--- src/rtl/uart_pkg.sv ---
// Shared types and defaults for the UART packet receive path.
package uart_pkg;

  typedef enum logic [2:0] {
    HUNT,
    LEN,
    PAYLOAD,
    CHKSUM,
    HOLD
  } state_t;

  typedef enum logic [2:0] {
    ERR_NONE    = 3'd0,
    ERR_PARITY  = 3'd1,
    ERR_BAD_LEN = 3'd2,
    ERR_CHKSUM  = 3'd3,
    ERR_TIMEOUT = 3'd4,
    ERR_OVERRUN = 3'd5
  } err_code_t;

  localparam logic [7:0] HDR_BYTE_DEFAULT = 8'hA5;

endpackage

--- src/rtl/pkt_timeout_cnt.sv ---
// Inter-byte watchdog: counts enabled cycles since the last clear and flags
// the cycle on which the count would reach TIMEOUT_CYC.
module pkt_timeout_cnt #(
  parameter int unsigned TIMEOUT_CYC = 50000
) (
  input  logic clk,
  input  logic rst_n,
  input  logic clr,
  input  logic en,
  output logic expire
);

  localparam int unsigned CW = $clog2(TIMEOUT_CYC + 1);

  logic [CW-1:0] cnt;

  // Count enabled cycles; a clear always wins.
  always_ff @(posedge clk or negedge rst_n) begin
    if (!rst_n) begin
      cnt <= '0;
    end else if (clr) begin
      cnt <= '0;
    end else if (en) begin
      cnt <= cnt + CW'(1);
    end
  end

  // Expiry is masked by clr so a byte arriving on the last allowed cycle wins.
  always_comb begin
    expire = en && !clr && (cnt == CW'(TIMEOUT_CYC - 1));
  end

endmodule

--- src/rtl/uart_rx_pkt_ctrl.sv ---
// Packet sequencer behind the UART receiver: header, length, payload, XOR
// checksum; writes payload to an external buffer and hands the packet over
// with a valid/ack handshake.
module uart_rx_pkt_ctrl
  import uart_pkg::*;
#(
  parameter int unsigned         FRAME_WD    = 8,
  parameter logic [FRAME_WD-1:0] HDR_BYTE    = FRAME_WD'(HDR_BYTE_DEFAULT),
  parameter int unsigned         MAX_LEN     = 16,
  parameter int unsigned         TIMEOUT_CYC = 50000
) (
  input  logic                         clk,
  input  logic                         rst_n,
  input  logic [FRAME_WD-1:0]          rx_frame,
  input  logic                         rx_done,
  input  logic                         frame_error,
  output logic                         buf_wr_en,
  output logic [$clog2(MAX_LEN)-1:0]   buf_wr_addr,
  output logic [FRAME_WD-1:0]          buf_wr_data,
  output logic                         pkt_valid,
  output logic [$clog2(MAX_LEN+1)-1:0] pkt_len,
  input  logic                         pkt_ack,
  output logic                         err_pulse,
  output logic [2:0]                   err_code,
  output logic                         busy
);

  localparam int unsigned AW = $clog2(MAX_LEN);
  localparam int unsigned LW = $clog2(MAX_LEN + 1);

  state_t              state;
  logic [LW-1:0]       len_q;
  logic [AW-1:0]       idx_q;
  logic [FRAME_WD-1:0] chk_q;
  logic                tmo_en;
  logic                tmo_clr;
  logic                tmo_expire;
  logic                len_bad;
  logic                idx_last;

  // Watchdog runs only while a packet is being collected.
  always_comb begin
    tmo_en   = (state == LEN) || (state == PAYLOAD) || (state == CHKSUM);
    tmo_clr  = rx_done || !tmo_en;
    len_bad  = (rx_frame == '0) || (rx_frame > FRAME_WD'(MAX_LEN));
    idx_last = (LW'(idx_q) == len_q - LW'(1));
  end

  pkt_timeout_cnt #(
    .TIMEOUT_CYC(TIMEOUT_CYC)
  ) u_tmo (
    .clk   (clk),
    .rst_n (rst_n),
    .clr   (tmo_clr),
    .en    (tmo_en),
    .expire(tmo_expire)
  );

  // Packet FSM with registered outputs; busy tracks the next state != HUNT.
  always_ff @(posedge clk or negedge rst_n) begin
    if (!rst_n) begin
      state       <= HUNT;
      len_q       <= '0;
      idx_q       <= '0;
      chk_q       <= '0;
      buf_wr_en   <= 1'b0;
      buf_wr_addr <= '0;
      buf_wr_data <= '0;
      pkt_valid   <= 1'b0;
      pkt_len     <= '0;
      err_pulse   <= 1'b0;
      err_code    <= '0;
      busy        <= 1'b0;
    end else begin
      buf_wr_en <= 1'b0;
      err_pulse <= 1'b0;
      case (state)
        HUNT: begin
          if (rx_done && !frame_error && rx_frame == HDR_BYTE) begin
            state <= LEN;
            busy  <= 1'b1;
          end
        end
        LEN: begin
          if (rx_done) begin
            if (frame_error || len_bad) begin
              err_pulse <= 1'b1;
              err_code  <= frame_error ? ERR_PARITY : ERR_BAD_LEN;
              state     <= HUNT;
              busy      <= 1'b0;
            end else begin
              len_q <= LW'(rx_frame);
              chk_q <= rx_frame;
              idx_q <= '0;
              state <= PAYLOAD;
            end
          end else if (tmo_expire) begin
            err_pulse <= 1'b1;
            err_code  <= ERR_TIMEOUT;
            state     <= HUNT;
            busy      <= 1'b0;
          end
        end
        PAYLOAD: begin
          if (rx_done) begin
            if (frame_error) begin
              err_pulse <= 1'b1;
              err_code  <= ERR_PARITY;
              state     <= HUNT;
              busy      <= 1'b0;
            end else begin
              buf_wr_en   <= 1'b1;
              buf_wr_addr <= idx_q;
              buf_wr_data <= rx_frame;
              chk_q       <= chk_q ^ rx_frame;
              if (idx_last) begin
                state <= CHKSUM;
              end else begin
                idx_q <= idx_q + AW'(1);
              end
            end
          end else if (tmo_expire) begin
            err_pulse <= 1'b1;
            err_code  <= ERR_TIMEOUT;
            state     <= HUNT;
            busy      <= 1'b0;
          end
        end
        CHKSUM: begin
          if (rx_done) begin
            if (!frame_error && rx_frame == chk_q) begin
              pkt_valid <= 1'b1;
              pkt_len   <= len_q;
              state     <= HOLD;
            end else begin
              err_pulse <= 1'b1;
              err_code  <= frame_error ? ERR_PARITY : ERR_CHKSUM;
              state     <= HUNT;
              busy      <= 1'b0;
            end
          end else if (tmo_expire) begin
            err_pulse <= 1'b1;
            err_code  <= ERR_TIMEOUT;
            state     <= HUNT;
            busy      <= 1'b0;
          end
        end
        HOLD: begin
          if (rx_done) begin
            err_pulse <= 1'b1;
            err_code  <= ERR_OVERRUN;
          end
          if (pkt_ack) begin
            pkt_valid <= 1'b0;
            state     <= HUNT;
            busy      <= 1'b0;
          end
        end
        default: begin
          state <= HUNT;
          busy  <= 1'b0;
        end
      endcase
    end
  end

endmodule

--- config.mk ---
export PLATFORM = sky130hd
export DESIGN_NAME = uart_rx_pkt_ctrl
export DESIGN_NICKNAME = d
export VERILOG_FILES = /design/src/rtl/uart_pkg.sv /design/src/rtl/pkt_timeout_cnt.sv /design/src/rtl/uart_rx_pkt_ctrl.sv
export SDC_FILE = /design/constraint.sdc
export NUM_CORES = 1
export LEC_CHECK = 0
export ABC_AREA = 1
export CAP_MARGIN = 0
export CORE_UTILIZATION = 30
export DETAILED_ROUTE_END_ITERATION = 12
export SKIP_LAST_GASP = 1
export SLEW_MARGIN = 15
export SYNTH_ARGS = -nofsm -noshare
export SYNTH_HDL_FRONTEND = slang
export SYNTH_SLANG_ARGS = --single-unit
--- constraint.sdc ---
create_clock -name clk -period 1.8 [get_ports clk]
set_input_delay 0.36 -clock clk [delete_from_list [all_inputs] [get_ports clk]]
set_output_delay 0.36 -clock clk [all_outputs]
set_load 0.01 [all_outputs]
After elaboration in Yosys (flattened, before gate mapping) --
Cells that the tools add are included.
Cells by class: add/subtract/negate cells 3, multiply operators 0, div/mod/pow operators 0, magnitude comparators 1, equality and inequality tests 22, shift operators 0, mux-type cells 60, bitwise gates (word level) 3, reductions and logical operators 28
Operator list (number):
- $mux 3 | 17
- $mux 16 | 2
- $mux 8 | 4
- $mux 1 | 22
- $mux 4 | 5
- $ne 2x2->1 const B | 9
- $add 16x1->16 const B | 1
- $eq 16x16->1 const B | 1
- $pmux 8 s2 | 1
- $pmux 3 s5 | 1
- $reduce_and 5->1 | 3
- $pmux 3 s4 | 1
- $reduce_and 3->1 | 4
- $eq 8x8->1 | 1
- $eq 8x8->1 const B | 1
- $gt 8x5->1 const B | 1
- $logic_not 8->1 | 1
- $pmux 4 s2 | 1
- $xor 8x8->8 | 1
- $eq 3x2->1 const B | 2
- $mux 2 | 3
- $ne 3x3->1 const B | 2
- $reduce_and 6->1 | 1
- $reduce_bool 2->1 | 3
- 18 further kinds | 29
Word-level totals: flip-flop bits (word level) 60, bits in latches 0, bits in writable memories 0, bits in read-only memories 0, input bits 13, word-level logic and storage cells 130, memories kept 0

Longest topological paths before layout --
Gate-level depths: netlist of the first run.
depth in word-level cells 11, mapped depth 12

By module --
From an unflattened synthesis of the first run, not the netlist that was laid out.
Second synthesis, totals: cell total of the unflattened synthesis 436, area, all modules 3311.9 um^2
Modules (own cells, without submodules):
- uart_rx_pkt_ctrl | times used 1, cells each 301, area an instance 2363.5 um^2, seq. area each 1101.1 um^2
- pkt_timeout_cnt | times used 1, cells each 135, area an instance 948.4 um^2, seq. area each 400.4 um^2

Worst setup path after synthesis of the first run --
Ideal clock, no wire load.
path kind register to register, from reg len_q[0], to reg idx_q[2], arrival time 1396 ps, data required time 1683 ps, path slack 287 ps, cell stages (with the launch flop) 10, period minus slack after synthesis 1513 ps, cell sequence dfrtp_1 -> inv_1 -> ha_1 -> or2_2 -> nand4_1 -> nor3b_1 -> nand3_1 -> nand2_1 -> nand2_1 -> nand2_1
Between the ends: longest elaborated chain between the ends 4
RTL lines:
- from (decl) | line uart_rx_pkt_ctrl.sv:32 | logic [LW-1:0] len_q;
- from (signal assigned) | line uart_rx_pkt_ctrl.sv:92 | len_q <= LW'(rx_frame);
- $sub 5x1->5 | line uart_rx_pkt_ctrl.sv:46 | idx_last = (LW'(idx_q) == len_q - LW'(1));
- $eq 4x5->1 | line uart_rx_pkt_ctrl.sv:46
- $ne 2x2->1 (no line)
- $reduce_and 6->1 (no line)
- to (signal assigned) | line uart_rx_pkt_ctrl.sv:119 | idx_q <= idx_q + AW'(1);
- to (decl) | line uart_rx_pkt_ctrl.sv:33 | logic [AW-1:0] idx_q;
Every way passes these cells. A chain may end at the register's enable or synchronous reset.

Worst setup path after layout of the first run --
from reg len_q[1], to reg state[0]
Between the ends: longest elaborated chain between the ends 4
RTL lines:
- $sub 5x1->5 | line uart_rx_pkt_ctrl.sv:46
- $eq 4x5->1 | line uart_rx_pkt_ctrl.sv:46
- $ne 4x4->1 (no line)
- $reduce_and 3->1 (no line)
- to (signal assigned) | line uart_rx_pkt_ctrl.sv:62 | state <= HUNT;
- to (signal assigned) | line uart_rx_pkt_ctrl.sv:80 | state <= LEN;
- to (signal assigned) | line uart_rx_pkt_ctrl.sv:89 | state <= HUNT;
- to (decl) | line uart_rx_pkt_ctrl.sv:31 | state_t state;
Every way passes these cells.

==> results of run 1 <==
final cells by class:
class,instances,area (um2)
Fill cell,1098,6227
Multi-Input combinational cell,316,1578
Sequential cell,60,1501
Timing Repair Buffer,70,648.1
Inverter,51,193.9
Tap cell,136,170.2
Clock buffer,9,123.9
Clock inverter,6,66.31
timing repair:
| item | CTS | global route |
|---|---|---|
| buffers inserted | 0 | 0 |
| endpoints found under the setup margin | 0 | 10 |
| resized for setup | 0 | 4 |
cells by family after synthesis:
kind of cell / count (synthesis) / share of synthesized area
AND/OR/NAND/NOR: 250 / 0.3504
buffers and inverters: 57 / 0.07340
XOR/XNOR: 8 / 0.02119
flip-flops: 60 / 0.4540
AO/OA/AOI/OAI: 55 / 0.08967
adder cells (fa/ha/maj): 3 / 0.01135
through the flow:
step	area, um2	power [mW]	setup WS, ns
floorplan	3307	2.358	0.2873
global placement	4076	2.872	-0.1880
detailed placement	4076	2.891	-0.1940
CTS	4267	4.117	0.04519
global route	4282	4.362	-0.02773
finish	4282	4.080	0.1298
critical path, cell delays in order, from the launching register on:
cell                      delay, ns
sky130_fd_sc_hd__dfrtp_1       0.38
sky130_fd_sc_hd__inv_1         0.08
sky130_fd_sc_hd__ha_1          0.21
sky130_fd_sc_hd__xnor2_1       0.22
sky130_fd_sc_hd__nor2_1        0.08
sky130_fd_sc_hd__nor3b_2       0.21
sky130_fd_sc_hd__nand2_1       0.15
sky130_fd_sc_hd__nand2_1       0.11
sky130_fd_sc_hd__nand2_1       0.05
sky130_fd_sc_hd__nor2_1        0.11
layer usage:
metal	wire length [um]	track usage	vias to the layer above	share of wire
li1	-	-	1530	-
met1	3873	0.2059	1362	0.48
met2	3686	0.2396	66	0.46
met3	344	0.04559	13	0.043
met4	121	0.05284	0	0.015
met5	0	0	-	0
sequential cells by signal, indices dropped and copies added (netlist names):
register	cells
u_tmo.cnt	16
buf_wr_data	8
chk_q	8
len_q	5
pkt_len	5
buf_wr_addr	4
idx_q	4
err_code	3
state	3
buf_wr_en	1
busy	1
err_pulse	1
pkt_valid	1
power groups by stage:
stage / clock (mW) / combinational (mW) / sequential [mW]
final: 1.21 / 1.14 / 1.73
after CTS: 1.24 / 1.15 / 1.73
after floorplan: 0 / 0.596 / 1.76
after global routing: 1.31 / 1.29 / 1.76
after global placement: 0 / 1.12 / 1.75
after detailed placement: 0 / 1.14 / 1.75
worst paths after layout:
kind	start	end	slack (ns)	depth (start not counted)
max	len_q[1]$_DFFE_PN0P_	state[0]$_DFFE_PN0P_	0.13	9
min	rst_n	u_tmo.cnt[10]$_DFFE_PN0P_	-0.002	2
max reg2reg	len_q[1]$_DFFE_PN0P_	state[0]$_DFFE_PN0P_	0.13	9
min reg2reg	u_tmo.cnt[0]$_DFFE_PN0P_	u_tmo.cnt[0]$_DFFE_PN0P_	0.47	1
max in group asynchronous	rst_n	pkt_len[4]$_DFFE_PN0P_	1.50	2
min in group clk	u_tmo.cnt[0]$_DFFE_PN0P_	u_tmo.cnt[0]$_DFFE_PN0P_	0.47	1
cell usage in the layout (no fill, tap or decap), types with 3 or more instances in the layout:
cell type	instances
sky130_fd_sc_hd__a21oi_1	10
sky130_fd_sc_hd__buf_12	3
sky130_fd_sc_hd__buf_4	31
sky130_fd_sc_hd__clkbuf_8	9
sky130_fd_sc_hd__clkdlybuf4s50_1	35
sky130_fd_sc_hd__clkinvlp_4	3
sky130_fd_sc_hd__dfrtp_1	60
sky130_fd_sc_hd__ha_1	3
sky130_fd_sc_hd__inv_1	38
sky130_fd_sc_hd__inv_2	12
sky130_fd_sc_hd__nand2_1	136
sky130_fd_sc_hd__nand3_1	21
sky130_fd_sc_hd__nand3_2	4
sky130_fd_sc_hd__nand4_1	9
sky130_fd_sc_hd__nor2_1	52
sky130_fd_sc_hd__nor2_2	5
sky130_fd_sc_hd__nor3_1	4
sky130_fd_sc_hd__nor3b_2	3
sky130_fd_sc_hd__o21ai_0	24
sky130_fd_sc_hd__o21ai_1	14
sky130_fd_sc_hd__xnor2_1	3
sky130_fd_sc_hd__xor2_1	4
==> qor.json, run 1 <==
{
  "dieArea": {"value": 11450, "unit": "um2"},
  "fin_worst_skew": {"value": 0.01401, "unit": "ns"},
  "hold_slack": {"value": -0.002428, "unit": "ns"},
  "numClockSinks": {"value": 60},
  "cts_h_tree_lvls": {"value": 3},
  "power_switching_share": {"value": 0.3261},
  "initial_cell_density_of_the_core": {"value": 0.3147},
  "ys_ff_latch": {"value": 60},
  "globalRouteOverflowTotal": {"value": 0},
  "place_congestion": {"value": 0.8387},
  "fin_tns_setup": {"value": 0, "unit": "ns"},
  "critPathRequiredTime": {"value": 2.08, "unit": "ns"},
  "final.min_clock_period": {"value": 1.670, "unit": "ns"},
  "mapped_nets": {"value": 449},
  "power.share.combinational": {"value": 0.280},
  "finish.utilization": {"value": 0.4074},
  "violations": {"value": "hold timing"},
  "wl_per_cell": {"value": 12.38, "unit": "um"},
  "maxSlewHeadroom": {"value": 0.7714},
  "antenna_cells_inserted": {"value": 0},
  "leakagePower": {"value": 2.003, "unit": "nW"},
  "layout_worst_path_cycle_share": {"value": 0.9279},
  "clock-root-buffer": {"value": "sky130_fd_sc_hd__clkbuf_8"},
  "share_of_post_route_cells_with_drive_strength_above_1": {"value": 0.1797},
  "ctsHoldBuffers": {"value": 0},
  "nNetsFinal": {"value": 524},
  "hpwlAfterDp": {"value": 6036, "unit": "um"},
  "finalSetupViolCount": {"value": 0},
  "ant_nets": {"value": 0},
  "cts_tree": {"value": "built"},
  "yosysMostFrequentCell": {"value": "sky130_fd_sc_hd__nand2_1"},
  "clock_insertion_delay_worst_skew": {"value": 0.35, "unit": "ns"},
  "clk_transition_reported_paths": {"value": 0.08, "unit": "ns"},
  "synth_async_sr_flop_share": {"value": 1.000},
  "cellInternalPower": {"value": 2.750, "unit": "mW"},
  "synth-seq-area-share": {"value": 0.4540},
  "drt_iter0_drc": {"value": 148},
  "synthDominantCellAreaShare": {"value": 0.4540},
  "area_leader_netlist": {"value": "sky130_fd_sc_hd__dfrtp_1"},
  "synth_common_cells": {"value": "sky130_fd_sc_hd__nand2_1 (136), sky130_fd_sc_hd__dfrtp_1 (60), sky130_fd_sc_hd__nor2_1 (53), sky130_fd_sc_hd__inv_1 (38), sky130_fd_sc_hd__o21ai_0 (25)"},
  "groute.usage.overall": {"value": 0.1550},
  "floorplan.rows": {"value": 37},
  "rsz_0062_raised_after_global_routing": {"value": "yes"},
  "worstSetupEndpointType": {"value": "flop"},
  "main_flop_type_after_synthesis": {"value": "sky130_fd_sc_hd__dfrtp_1"},
  "count_of_flip_flops_with_a_built_in_enable_after_synthesis": {"value": 0},
  "via_count_of_the_first_global_routing_pass": {"value": 2825},
  "vias": {"value": 2971},
  "grt_first_pass_wirelength": {"value": 13790, "unit": "um"},
  "syn_area_per_cell": {"value": 7.637, "unit": "um2"},
  "count_of_unresolved_drc_violations_after_routing": {"value": 0},
  "power.density": {"value": 953.0, "unit": "nW/um2"},
  "yosysWarnings": {"value": 0},
  "netlist_instances": {"value": 433},
  "worst_ep_arrival_time": {"value": 1.95, "unit": "ns"},
  "clock_power_share": {"value": 0.297},
  "seq_power_share": {"value": 0.423},
  "placeableCoreArea": {"value": 10510, "unit": "um2"},
  "drt_first_pass_iters": {"value": 4},
  "die-width": {"value": 107.0, "unit": "um"},
  "vias_per_cell": {"value": 4.585},
  "power_switching": {"value": 1.331, "unit": "mW"},
  "synth_top_cells_by_area": {"value": "sky130_fd_sc_hd__dfrtp_1 (45%), sky130_fd_sc_hd__nand2_1 (15%), sky130_fd_sc_hd__nor2_1 (6.0%)"},
  "floorplan.die.height": {"value": 107.0, "unit": "um"},
  "clock_path_buffers": {"value": 2},
  "place_inst": {"value": 633},
  "maxCapViolations": {"value": 0},
  "max_slew.worst_pin.slew": {"value": 0.3429, "unit": "ns"},
  "holdCritPathClass": {"value": "in -> async"},
  "pin_count_of_the_biggest_net_entering_global_routing": {"value": 61},
  "critical_path_peak_fanout": {"value": 4},
  "setup.worst_path.start_class": {"value": "flop"},
  "cts_made_buffers": {"value": 9},
  "hold_viol_final": {"value": 1},
  "critical_path_class": {"value": "reg -> reg"},
  "max_freq": {"value": 598.7, "unit": "MHz"},
  "final_cells": {"value": 648},
  "timing_max_transition_violations_final": {"value": 0},
  "design.portCount": {"value": 37},
  "post_synth_num_cell_types": {"value": 37},
  "area_delta_synth_final": {"value": 29.47, "unit": "%"},
  "status": {"value": "finished with violations"},
  "placement.io_buffers": {"value": 36},
  "grt_antenna_before_repair": {"value": 0},
  "drt_wirelength": {"value": 8024, "unit": "um"},
  "synth_area": {"value": 3307, "unit": "um2"},
  "ir_worst_vdd": {"value": 0.3812, "unit": "mV"}
}
(Power assumes the default switching activity.)
==> run 2, diff against run 1 <==
--- a/config.mk
+++ b/config.mk
@@ -14,3 +14,4 @@
 export SYNTH_ARGS = -nofsm -noshare
 export SYNTH_HDL_FRONTEND = slang
 export SYNTH_SLANG_ARGS = --single-unit
+export TNS_END_PERCENT = 10
==> run 2 against run 1 <==
  * Sequential cell count did not move
  * Via count fell by 0.77%
  * Final cell count did not move
  * The run still ends with hold timing left
  * Setup slack improved by 0.0012 ns
  * Critical path type unchanged
  * Design area fell by 0.18%
  * Combinational power barely moved
  * First-iteration DRC count fell by 6.1%
  * Largest power group unchanged
  * Critical endpoint unchanged
==> qor.json, run 2 (same netlist as run 1, synthesis figures left out) <==
{
  "via_count_of_the_first_global_routing_pass": {"value": 2825, "change": "unchanged"},
  "power_switching": {"value": 1.326, "unit": "mW", "change": "-0.36%"},
  "die-width": {"value": 107.0, "unit": "um", "change": "unchanged"},
  "mostFrequentLayoutCells": {"value": "sky130_fd_sc_hd__nand2_1 (136), sky130_fd_sc_hd__dfrtp_1 (60), sky130_fd_sc_hd__nor2_1 (52)"},
  "drt_iter0_drc": {"value": 139, "change": "-6.1%"},
  "rsz_0062_raised_after_global_routing": {"value": "yes"},
  "dieArea": {"value": 11450, "unit": "um2", "change": "unchanged"},
  "worst_ep_arrival_time": {"value": 1.94, "unit": "ns", "change": "about the same"},
  "numClockSinks": {"value": 60, "change": "unchanged"},
  "hpwlAfterDp": {"value": 6036, "unit": "um", "change": "unchanged"},
  "seqCellArea": {"value": 1501, "unit": "um2", "change": "unchanged"},
  "hold_viol_final": {"value": 1, "change": "unchanged"},
  "registers.top_by_ff_count": {"value": "u_tmo.cnt"},
  "number_of_flip_flops_under_the_largest_register_name": {"value": 16, "change": "unchanged"},
  "grt_antenna_before_repair": {"value": 0, "change": "unchanged"},
  "hold_slack": {"value": -0.001188, "unit": "ns", "change": "+0.001240 ns"},
  "fin_worst_skew": {"value": 0.01426, "unit": "ns", "change": "+0.0002486 ns"},
  "globalRouteOverflowTotal": {"value": 0, "change": "unchanged"},
  "wl_per_cell": {"value": 12.39, "unit": "um", "change": "about the same"},
  "total_non_filler_cell_area_in_the_finished_layout": {"value": 4274, "unit": "um2", "change": "-0.18%"},
  "cts_tree": {"value": "built"},
  "place_congestion": {"value": 0.8387, "change": "unchanged"},
  "cellInternalPower": {"value": 2.743, "unit": "mW", "change": "-0.24%"},
  "cts_h_tree_lvls": {"value": 3, "change": "unchanged"},
  "area_delta_synth_final": {"value": 29.25, "unit": "%"},
  "clock_power_share": {"value": 0.297, "change": "about the same"},
  "cts_made_buffers": {"value": 9, "change": "unchanged"},
  "share_of_post_route_cells_with_drive_strength_above_1": {"value": 0.1777, "change": "-0.001953"},
  "max_freq": {"value": 599.2, "unit": "MHz", "change": "about the same"},
  "initial_cell_density_of_the_core": {"value": 0.3147, "change": "unchanged"},
  "cts.repair_timing.setup_buffer_count": {"value": 0, "change": "unchanged"},
  "drt_first_pass_iters": {"value": 4, "change": "unchanged"},
  "clock-root-buffer": {"value": "sky130_fd_sc_hd__clkbuf_8"},
  "floorplan.die.height": {"value": 107.0, "unit": "um", "change": "unchanged"},
  "filler_cells_inserted": {"value": 1099, "change": "+0.091%"},
  "clock_insertion_delay_worst_skew": {"value": 0.35, "unit": "ns", "change": "about the same"},
  "drt_wirelength": {"value": 8027, "unit": "um", "change": "about the same"},
  "power_switching_share": {"value": 0.3259, "change": "about the same"},
  "layout_commonest_cell": {"value": "sky130_fd_sc_hd__nand2_1"},
  "placement.cell_area": {"value": 4076, "unit": "um2", "change": "unchanged"},
  "leakagePower": {"value": 1.997, "unit": "nW", "change": "-0.26%"},
  "critPathRequiredTime": {"value": 2.08, "unit": "ns", "change": "about the same"},
  "count_of_unresolved_drc_violations_after_routing": {"value": 0, "change": "unchanged"},
  "multiInputGateArea": {"value": 1570, "unit": "um2", "change": "-0.48%"},
  "maxCapViolations": {"value": 0, "change": "unchanged"},
  "power.density": {"value": 952.0, "unit": "nW/um2", "change": "-0.11%"},
  "power.share.combinational": {"value": 0.279, "change": "about the same"},
  "critical_path_peak_fanout": {"value": 4, "change": "unchanged"},
  "status": {"value": "finished with violations"},
  "seq_power_share": {"value": 0.424, "change": "about the same"},
  "pin_count_of_the_biggest_net_entering_global_routing": {"value": 61, "change": "unchanged"},
  "timing_max_transition_violations_final": {"value": 0, "change": "unchanged"},
  "clk_transition_reported_paths": {"value": 0.08, "unit": "ns", "change": "about the same"},
  "ant_nets": {"value": 0, "change": "unchanged"},
  "floorplan.rows": {"value": 37, "change": "unchanged"},
  "max_slew.worst_pin.slew": {"value": 0.3412, "unit": "ns", "change": "-0.001673 ns"},
  "clock_path_buffers": {"value": 2, "change": "unchanged"},
  "ir_worst_vdd": {"value": 0.3812, "unit": "mV", "change": "about the same"},
  "placeableCoreArea": {"value": 10510, "unit": "um2", "change": "unchanged"},
  "largest_registers": {"value": "u_tmo.cnt (16), buf_wr_data (8), chk_q (8)"},
  "worstSetupEndpointType": {"value": "flop"},
  "setup.worst_path.start_class": {"value": "flop"},
  "final.min_clock_period": {"value": 1.669, "unit": "ns", "change": "-0.001249 ns"},
  "holdCritPathClass": {"value": "in -> async"},
  "placement.io_buffers": {"value": 36, "change": "unchanged"},
  "vias_per_cell": {"value": 4.549, "change": "-0.77%"},
  "rrSetupSlack": {"value": 0.13, "unit": "ns", "change": "about the same"},
  "design.portCount": {"value": 37, "change": "unchanged"},
  "vias": {"value": 2948, "change": "-0.77%"},
  "nNetsFinal": {"value": 524, "change": "unchanged"},
  "violations": {"value": "hold timing"},
  "grt_first_pass_wirelength": {"value": 13790, "unit": "um", "change": "unchanged"},
  "layout_worst_path_cycle_share": {"value": 0.9272, "change": "about the same"},
  "critical_path_class": {"value": "reg -> reg"},
  "finalSetupViolCount": {"value": 0, "change": "unchanged"},
  "maxSlewHeadroom": {"value": 0.7725, "change": "+0.001115"},
  "antenna_cells_inserted": {"value": 0, "change": "unchanged"},
  "groute.usage.overall": {"value": 0.1550, "change": "unchanged"}
}
## run 2: cell counts in the layout (fill, tap and decap cells not counted)
No cell type changed its count.
## run 2: timing repair
item | CTS | global route
endpoints found under the setup margin | 0 | 10
gates resized for setup | 0 | 2
endpoints found under the hold margin | 0 | 0
hold buffers | 0 | 0
## run 2: area by class of cell
type | instances | area share
Sequential cell | 60 | 0.3513
Tap cell | 136 | 0.03981
Clock inverter | 6 | 0.01552
Multi-Input combinational cell | 316 | 0.3674
Inverter | 51 | 0.04537
Timing Repair Buffer | 70 | 0.1516
Clock buffer | 9 | 0.02898
## run 2: worst max-delay path: stages, from the launching register on
cell and delay [ns]:
sky130_fd_sc_hd__dfrtp_1 0.38, sky130_fd_sc_hd__inv_1 0.08, sky130_fd_sc_hd__ha_1 0.21, sky130_fd_sc_hd__xnor2_1 0.22, sky130_fd_sc_hd__nor2_1 0.08, sky130_fd_sc_hd__nor3b_2 0.21, sky130_fd_sc_hd__nand2_1 0.15, sky130_fd_sc_hd__nand2_1 0.11
sky130_fd_sc_hd__nand2_1 0.05, sky130_fd_sc_hd__nor2_1 0.11
## run 2: stage by stage
stage	worst slack (ns)	power, mW	cells	utilization	setup TNS, ns
after CTS	0.04519	4.117	648	0.4060	0
after global placement	-0.1880	2.872	633	0.3879	-3.425
after floorplan	0.2873	2.358	433	-	0
after global routing	-0.03223	4.352	648	0.4067	-0.09231
final	0.1310	4.069	648	0.4067	0
after detailed placement	-0.1940	2.891	633	0.3879	-4.265
## run 2: path summary, 6_finish.rpt
kind,from,endpoint,cells past startpoint
setup reg to reg,len_q[1]$_DFFE_PN0P_,state[0]$_DFFE_PN0P_,9
hold reg to reg,u_tmo.cnt[0]$_DFFE_PN0P_,u_tmo.cnt[0]$_DFFE_PN0P_,1
setup / recovery,len_q[1]$_DFFE_PN0P_,state[0]$_DFFE_PN0P_,9
hold / removal,rst_n,u_tmo.cnt[10]$_DFFE_PN0P_,2
min in group clk,u_tmo.cnt[0]$_DFFE_PN0P_,u_tmo.cnt[0]$_DFFE_PN0P_,1
max in group asynchronous,rst_n,pkt_len[4]$_DFFE_PN0P_,2
## run 2: power by group through the flow
stage	Sequential (mW)	Clock, mW	Combinational [mW]
global placement	1.75	0	1.12
finish	1.72	1.21	1.14
detailed placement	1.75	0	1.14
floorplan	1.76	0	0.596
global route	1.76	1.31	1.28
CTS	1.73	1.24	1.15
## run 2: per-layer routing
metal  GRT usage  part of all wire
met5           0                 0
met4     0.05284             0.015
met3     0.04559             0.041
met2      0.2396              0.46
met1      0.2059              0.49
